--- src/rtl/alu_packet_ctrl.sv ---
// Packet sequencer between the UART byte streams and the ALU datapath.
// Parses framed commands, accumulates add/mul results, and streams responses or echoes.
module alu_packet_ctrl #(
  parameter logic [7:0] OPCODE_ECHO_P = 8'hEC,
  parameter logic [7:0] OPCODE_ADD_P  = 8'hAD,
  parameter logic [7:0] OPCODE_MUL_P  = 8'h88
) (
  input  logic        clk,
  input  logic        rst,
  input  logic [7:0]  rx_tdata_i,
  input  logic        rx_tvalid_i,
  output logic        rx_tready_o,
  output logic [7:0]  tx_tdata_o,
  output logic        tx_tvalid_o,
  input  logic        tx_tready_i,
  output logic [31:0] mul_a_o,
  output logic [31:0] mul_b_o,
  output logic        mul_valid_o,
  input  logic        mul_ready_i,
  input  logic [31:0] mul_result_i,
  input  logic        mul_result_valid_i,
  output logic        busy_o,
  output logic        err_o
);

  localparam int unsigned BYTE_W    = 8;
  localparam int unsigned WORD_W    = 32;
  localparam int unsigned LEN_W     = 16;
  localparam int unsigned HDR_BYTES = 4;
  localparam int unsigned MIN_ARITH = 8;

  typedef enum logic [3:0] {
    HDR_OP,
    HDR_RSV,
    HDR_LEN0,
    HDR_LEN1,
    ECHO,
    FLUSH,
    OPERAND,
    MUL_REQ,
    MUL_WAIT,
    RESP,
    DRAIN
  } state_e;

  state_e state_q, state_d;

  logic [BYTE_W-1:0]        opcode_q;
  logic [BYTE_W-1:0]        len_lo_q;
  logic [BYTE_W-1:0]        tx_data_q;
  logic                     tx_valid_q;
  logic [LEN_W-1:0]         rem_q;
  logic [WORD_W-1:0]        acc_q;
  logic [WORD_W-1:0]        mul_a_q;
  logic [WORD_W-1:0]        mul_b_q;
  logic [WORD_W-BYTE_W-1:0] opnd_q;
  logic [1:0]               byte_idx_q;
  logic [1:0]               resp_idx_q;
  logic                     first_q;
  logic                     err_q;

  logic              rx_ready_c;
  logic              hdr_err_c;
  logic              rx_fire;
  logic              tx_fire;
  logic [LEN_W-1:0]  len_full;
  logic [WORD_W-1:0] operand_full;
  logic [WORD_W-1:0] add_sum;
  logic [1:0]        resp_nxt;
  logic              is_echo;
  logic              is_add;
  logic              is_mul;
  logic              len_short;
  logic              arith_bad;
  logic              last_byte;
  logic              word_done;

  assign is_echo      = (opcode_q == OPCODE_ECHO_P);
  assign is_add       = (opcode_q == OPCODE_ADD_P);
  assign is_mul       = (opcode_q == OPCODE_MUL_P);
  assign len_full     = {rx_tdata_i, len_lo_q};
  assign len_short    = (len_full < LEN_W'(HDR_BYTES));
  // Payload must be whole 32-bit words; LEN%4 equals (LEN-4)%4.
  assign arith_bad    = (is_add | is_mul) &
                        ((len_full < LEN_W'(MIN_ARITH)) | (len_full[1:0] != 2'b00));
  assign operand_full = {rx_tdata_i, opnd_q};
  assign add_sum      = acc_q + operand_full;
  assign rx_fire      = rx_tvalid_i & rx_tready_o;
  assign tx_fire      = tx_valid_q & tx_tready_i;
  assign last_byte    = (rem_q == LEN_W'(1));
  assign word_done    = rx_fire & (byte_idx_q == 2'd3);
  assign resp_nxt     = resp_idx_q + 2'd1;

  assign rx_tready_o  = rx_ready_c & ~rst;
  assign tx_tdata_o   = tx_data_q;
  assign tx_tvalid_o  = tx_valid_q;
  assign mul_a_o      = mul_a_q;
  assign mul_b_o      = mul_b_q;
  assign mul_valid_o  = (state_q == MUL_REQ);
  assign busy_o       = (state_q != HDR_OP);
  assign err_o        = err_q;

  // State register
  always_ff @(posedge clk or posedge rst) begin
    if (rst) state_q <= HDR_OP;
    else     state_q <= state_d;
  end

  // Next state, rx acceptance and header validation
  always_comb begin
    state_d    = state_q;
    rx_ready_c = 1'b0;
    hdr_err_c  = 1'b0;
    case (state_q)
      HDR_OP: begin
        rx_ready_c = 1'b1;
        if (rx_fire) state_d = HDR_RSV;
      end
      HDR_RSV: begin
        rx_ready_c = 1'b1;
        if (rx_fire) state_d = HDR_LEN0;
      end
      HDR_LEN0: begin
        rx_ready_c = 1'b1;
        if (rx_fire) state_d = HDR_LEN1;
      end
      HDR_LEN1: begin
        rx_ready_c = 1'b1;
        if (rx_fire) begin
          if (len_short) begin
            hdr_err_c = 1'b1;
            state_d   = HDR_OP;
          end else if (!(is_echo | is_add | is_mul) || arith_bad) begin
            hdr_err_c = 1'b1;
            state_d   = DRAIN;
          end else if (is_echo) begin
            state_d = (len_full == LEN_W'(HDR_BYTES)) ? HDR_OP : ECHO;
          end else begin
            state_d = OPERAND;
          end
        end
      end
      ECHO: begin
        rx_ready_c = ~tx_valid_q | tx_tready_i;
        if (rx_fire && last_byte) state_d = FLUSH;
      end
      FLUSH: begin
        if (!tx_valid_q || tx_tready_i) state_d = HDR_OP;
      end
      OPERAND: begin
        rx_ready_c = 1'b1;
        if (word_done) begin
          if (is_mul && !first_q) state_d = MUL_REQ;
          else if (last_byte)     state_d = RESP;
        end
      end
      MUL_REQ: begin
        if (mul_ready_i) state_d = MUL_WAIT;
      end
      MUL_WAIT: begin
        if (mul_result_valid_i) state_d = (rem_q == '0) ? RESP : OPERAND;
      end
      RESP: begin
        if (tx_fire && resp_idx_q == 2'd3) state_d = HDR_OP;
      end
      DRAIN: begin
        // A zero drain count leaves without touching the rx stream.
        rx_ready_c = (rem_q != '0);
        if (rem_q == '0 || (rx_fire && last_byte)) state_d = HDR_OP;
      end
      default: state_d = HDR_OP;
    endcase
  end

  // Datapath: header fields, accumulator, tx holding register, multiplier operands
  always_ff @(posedge clk or posedge rst) begin
    if (rst) begin
      opcode_q   <= '0;
      len_lo_q   <= '0;
      tx_data_q  <= '0;
      tx_valid_q <= 1'b0;
      rem_q      <= '0;
      acc_q      <= '0;
      mul_a_q    <= '0;
      mul_b_q    <= '0;
      opnd_q     <= '0;
      byte_idx_q <= '0;
      resp_idx_q <= '0;
      first_q    <= 1'b0;
      err_q      <= 1'b0;
    end else begin
      err_q <= hdr_err_c;
      if (tx_fire) tx_valid_q <= 1'b0;
      case (state_q)
        HDR_OP: begin
          if (rx_fire) begin
            opcode_q   <= rx_tdata_i;
            first_q    <= 1'b1;
            byte_idx_q <= '0;
          end
        end
        HDR_LEN0: begin
          if (rx_fire) len_lo_q <= rx_tdata_i;
        end
        HDR_LEN1: begin
          if (rx_fire) rem_q <= len_full - LEN_W'(HDR_BYTES);
        end
        ECHO: begin
          if (rx_fire) begin
            tx_data_q  <= rx_tdata_i;
            tx_valid_q <= 1'b1;
            rem_q      <= rem_q - LEN_W'(1);
          end
        end
        OPERAND: begin
          if (rx_fire) begin
            rem_q      <= rem_q - LEN_W'(1);
            byte_idx_q <= byte_idx_q + 2'd1;
            opnd_q     <= {rx_tdata_i, opnd_q[WORD_W-BYTE_W-1:BYTE_W]};
          end
          if (word_done) begin
            if (is_add) begin
              acc_q <= add_sum;
              if (last_byte) begin
                tx_data_q  <= add_sum[BYTE_W-1:0];
                tx_valid_q <= 1'b1;
                resp_idx_q <= '0;
              end
            end else if (first_q) begin
              acc_q   <= operand_full;
              first_q <= 1'b0;
              if (last_byte) begin
                tx_data_q  <= operand_full[BYTE_W-1:0];
                tx_valid_q <= 1'b1;
                resp_idx_q <= '0;
              end
            end else begin
              mul_a_q <= acc_q;
              mul_b_q <= operand_full;
            end
          end
        end
        MUL_WAIT: begin
          if (mul_result_valid_i) begin
            acc_q <= mul_result_i;
            if (rem_q == '0) begin
              tx_data_q  <= mul_result_i[BYTE_W-1:0];
              tx_valid_q <= 1'b1;
              resp_idx_q <= '0;
            end
          end
        end
        RESP: begin
          if (tx_fire) begin
            if (resp_idx_q == 2'd3) begin
              acc_q <= '0;
            end else begin
              tx_data_q  <= acc_q[{resp_nxt, 3'b000} +: BYTE_W];
              tx_valid_q <= 1'b1;
              resp_idx_q <= resp_nxt;
            end
          end
        end
        DRAIN: begin
          if (rx_fire) rem_q <= rem_q - LEN_W'(1);
        end
        default: ;
      endcase
    end
  end

endmodule
--- config.mk ---
export PLATFORM = sky130hd
export DESIGN_NAME = alu_packet_ctrl
export DESIGN_NICKNAME = d
export VERILOG_FILES = /design/src/rtl/alu_packet_ctrl.sv
export SDC_FILE = /design/constraint.sdc
export NUM_CORES = 1
export LEC_CHECK = 0
export CORE_UTILIZATION = 30
export CTS_CLUSTER_SIZE = 10
export DETAILED_ROUTE_END_ITERATION = 8
export HOLD_SLACK_MARGIN = 0.06
export REMOVE_ABC_BUFFERS = 1
export SETUP_SLACK_MARGIN = 0.02
export SKIP_LAST_GASP = 1
export SLEW_MARGIN = 40
export SYNTH_ARGS = -nofsm -noshare
export SYNTH_HDL_FRONTEND = slang
export SYNTH_SLANG_ARGS = --single-unit
--- constraint.sdc ---
create_clock -name clk -period 13.05 [get_ports clk]
set_clock_uncertainty 0.2 [all_clocks]
set_input_delay 2.61 -clock clk [delete_from_list [all_inputs] [get_ports clk]]
set_output_delay 2.61 -clock clk [all_outputs]
set_load 0.01 [all_outputs]
==> run metrics <==
Post-Synthesis Cells=1066; mean post-synth cell area=9.56 um2; Die Span X=~190 um; reg2reg setup slack=9.48 ns; setup tns final=0 ns; Highest Clock Rate=140 MHz; DIE HEIGHT=186 um; I/O pin count=123; Residual DRC=0; Util after Layout=0.373; critical path data arrival time=between 4 and 5 ns; status=complete, no violations; CTS Hold Buffers Added=0; Initial DRT Pass Iterations=7; DR vias=8775; Core ar.=33400 um2; critical path's slowest cell=clkdlybuf4s50_1; worst path bufs/invs=2; sequential cell area fraction in the yosys report=0.420; post-synth cell types=75; RSZ-0062 raised after global routing=false; Global Route Usage Sum=0.184; DP HPWL=~22 mm; CP endpoint=rx_tready_o; worst-path cell chain=clkdlybuf4s50_1 -> nor3b_1 -> nor3_1 -> o21a_1 -> and2_1 -> clkdlybuf4s50_1; critical path type=in2out; post-DR vias/cell=5.41; r2r endpoint=acc_q[28]$_DFFE_PP0P_; number of post-CTS setup repair buffers=0; fin. max-slew vios=0; fin area=about 12000 um2; H-tree depth=4; Clock Pin Slew Worst Setup and Hold Paths=0.06 ns; total wire length=31.7 mm; nets=1246; gr ovfl total=0; Post-synth top flop=dfrtp_1; WL per Instance=19.5 um; post-route ant nets=0; peak supply drop=around 0.11 mV; final hold viol count=0; Mapped Area=10200 um2; first-pass GRT wire length=between 40 and 50 mm; diodes inserted=0; Area Overhead vs Synth=22.5%; largest net degree at the start of global routing=72; Largest delay share family, worst path=buffers and inverters; Cell Rows=between 60 and 70; Crit path depth=6; Critical Path RT=between 10 and 15 ns; CTS tree=done; Max Cap Violations=0; Clock Path Buffers=2; YS warnings=0; Worst Max-Slew Pin Slew=0.840 ns; Slew Limit Headroom=0.438; Initial Util=0.305; Layout fillers=between 3k and 4k; CTS Buf Count=17; CP Capture Type=primary output; CTS root buffer=clkbuf_16; dpl cell area=between 10000 and 15000 um2; initial antenna violation count=0; initial DRC count=835; CTS Sinks=between 150 and 200; final cycle utilization of the critical path=0.546; Reg2Reg Launch Point=state_q[3]$_DFFE_PP0P_; post-cts repair resize count=0; Placer Congestion=0.918; worst reg2reg path depth=7; final setup fails=0; buffers added on ports=122; EDFF count, synth=0; Async S/R FF share, synth=1.00; PwrDens=174 nW/um2; type of the worst min-delay path=reg2reg; crit path max fanout=5; critical path's largest stage delay=0.49 ns; layout cells sized above 1=0.146; P_leak=5.42 nW; Clk Latency, worst-skew pair=0.44 ns; post-route minimum period=7.13 ns; Most common cell on crit path=clkdlybuf4s50_1; vias in the first global route=8382; die area=34700 um2; startpoint types=primary input; register bit total from synthesis=171; Setup crit start=tx_tready_i
-- registers in the layout, indices dropped and copies added, names as in the netlist --
register,count
acc_q,32
byte_idx_q,2
err_o,1
first_q,1
len_lo_q,8
mul_a_o,32
mul_b_o,32
opcode_q,8
opnd_q,24
rem_q,16
resp_idx_q,2
state_q,4
tx_tdata_o,8
tx_tvalid_o,1
-- final cells by class --
class,instances,area [um2],share of cell area
clock buffers,19,443,0.0355
flip-flops and latches,171,4280,0.343
repair buffers,139,1370,0.110
clock inverters,12,138,0.0110
inverters,18,72.6,0.00581
well taps,448,561,0.0449
multi-input cells,815,5620,0.450
-- how the worst min path moves through the flow --
| stage | to | cells past startpoint | startpoint |
|---|---|---|---|
| floorplan | rem_q[13]$_DFFE_PP0P_ | 2 | rem_q[13]$_DFFE_PP0P_ |
| global placement | rem_q[13]$_DFFE_PP0P_ | 2 | rem_q[13]$_DFFE_PP0P_ |
| detailed placement | rem_q[13]$_DFFE_PP0P_ | 2 | rem_q[13]$_DFFE_PP0P_ |
| CTS | rem_q[13]$_DFFE_PP0P_ | 2 | rem_q[13]$_DFFE_PP0P_ |
| global route | rem_q[13]$_DFFE_PP0P_ | 2 | rem_q[13]$_DFFE_PP0P_ |
| finish | rem_q[13]$_DFFE_PP0P_ | 2 | rem_q[13]$_DFFE_PP0P_ |
-- worst reg2reg max path: stages (launching register included) --
cell      delay (ns)
dfrtp_1         0.64
nand2_1         0.53
a311oi_1        0.83
nand3b_1        0.28
o21a_2          0.58
nor4_1          0.10
mux2i_1         0.17
o211ai_1        0.11
-- routing by layer --
layer / vias to the layer above / share of wire / routed length [um] / track usage
li1: 4077 / - / - / -
met3: 43 / 0.066 / 2100 / 0.0384
met2: 322 / 0.44 / 13900 / 0.274
met4: 0 / 0.025 / 787 / 0.0629
met1: 4333 / 0.47 / 14900 / 0.263
met5: - / 0 / 0 / 0
-- cells by family (layout without fill, tap and decap cells) --
logic type | count (synthesis) | after routing | synth area share
simple gates | 347 | 347 | 0.163
buf+inv | 80 | 188 | 0.0317
flops | 171 | 171 | 0.420
compound gates | 282 | 282 | 0.176
fa+ha+maj | 38 | 38 | 0.0474
mux | 112 | 112 | 0.131
xor+xnor | 36 | 36 | 0.0309
-- layout by cell type, fill, tap and decap left out, drive strengths merged, types with 13 or more instances in the layout --
master / netlist / layout
nand2: 140 / 140
mux2: 92 / 92
clkdlybuf4s50: 0 / 122
buf: 22 / 17
a21o: 17 / 17
o21ai: 74 / 74
nor2: 83 / 83
a21oi: 98 / 98
a222oi: 13 / 13
xnor2: 22 / 22
ha: 37 / 37
nand3: 30 / 30
inv: 18 / 22
nor3: 19 / 19
dfrtp: 171 / 171
clkbuf: 40 / 19
xor2: 14 / 14
-- report_power, final --
part           switching [W]  internal [W]  total (W)
clock               0.000228      0.000289   0.000517
combinational       0.000448      0.000377   0.000825
sequential          0.000185      0.000651   0.000836
-- Yosys cell counts, types with 3 or more instances --
library cell,number,share of area
a211oi_1,5,0.0037
a21o_1,17,0.013
a21oi_1,98,0.048
a221oi_1,6,0.0052
a222oi_1,13,0.013
a22o_1,3,0.0026
a22oi_1,6,0.0044
a31oi_1,9,0.0055
and2_1,3,0.0018
and3_1,10,0.0061
buf_1,6,0.0022
buf_2,15,0.0074
clkbuf_1,40,0.015
dfrtp_1,171,0.42
ha_1,37,0.045
inv_1,18,0.0066
mux2_2,92,0.10
mux2i_1,12,0.012
mux4_2,8,0.018
nand2_1,140,0.052
nand2b_1,12,0.0074
nand3_1,29,0.014
nand3b_1,6,0.0044
nand4_1,6,0.0037
nor2_1,82,0.030
nor2b_1,5,0.0031
nor3_1,16,0.0079
nor3b_1,5,0.0037
nor4_1,7,0.0043
o211ai_1,9,0.0066
o21a_1,7,0.0052
o21ai_0,73,0.036
o21bai_1,4,0.0029
o22ai_1,4,0.0025
o31ai_1,3,0.0022
o32ai_1,3,0.0026
or2_2,3,0.0018
or3_1,6,0.0037
xnor2_1,22,0.019
xor2_1,14,0.012
-- stage by stage --
stage / total power [W] / std cells / setup slack, ns / hold slack, ns
finish: 0.00218 / 1622 / 5.92 / 0.300
global route: 0.00232 / 1622 / 5.77 / 0.312
CTS: 0.00218 / 1622 / 5.90 / 0.300
detailed placement: 0.00166 / 1591 / 5.90 / 0.285
global placement: 0.00164 / 1590 / 5.95 / 0.285
floorplan: 0.00137 / 1004 / 3.37 / 0.251
No activity file was read; power rests on OpenSTA's default activity.
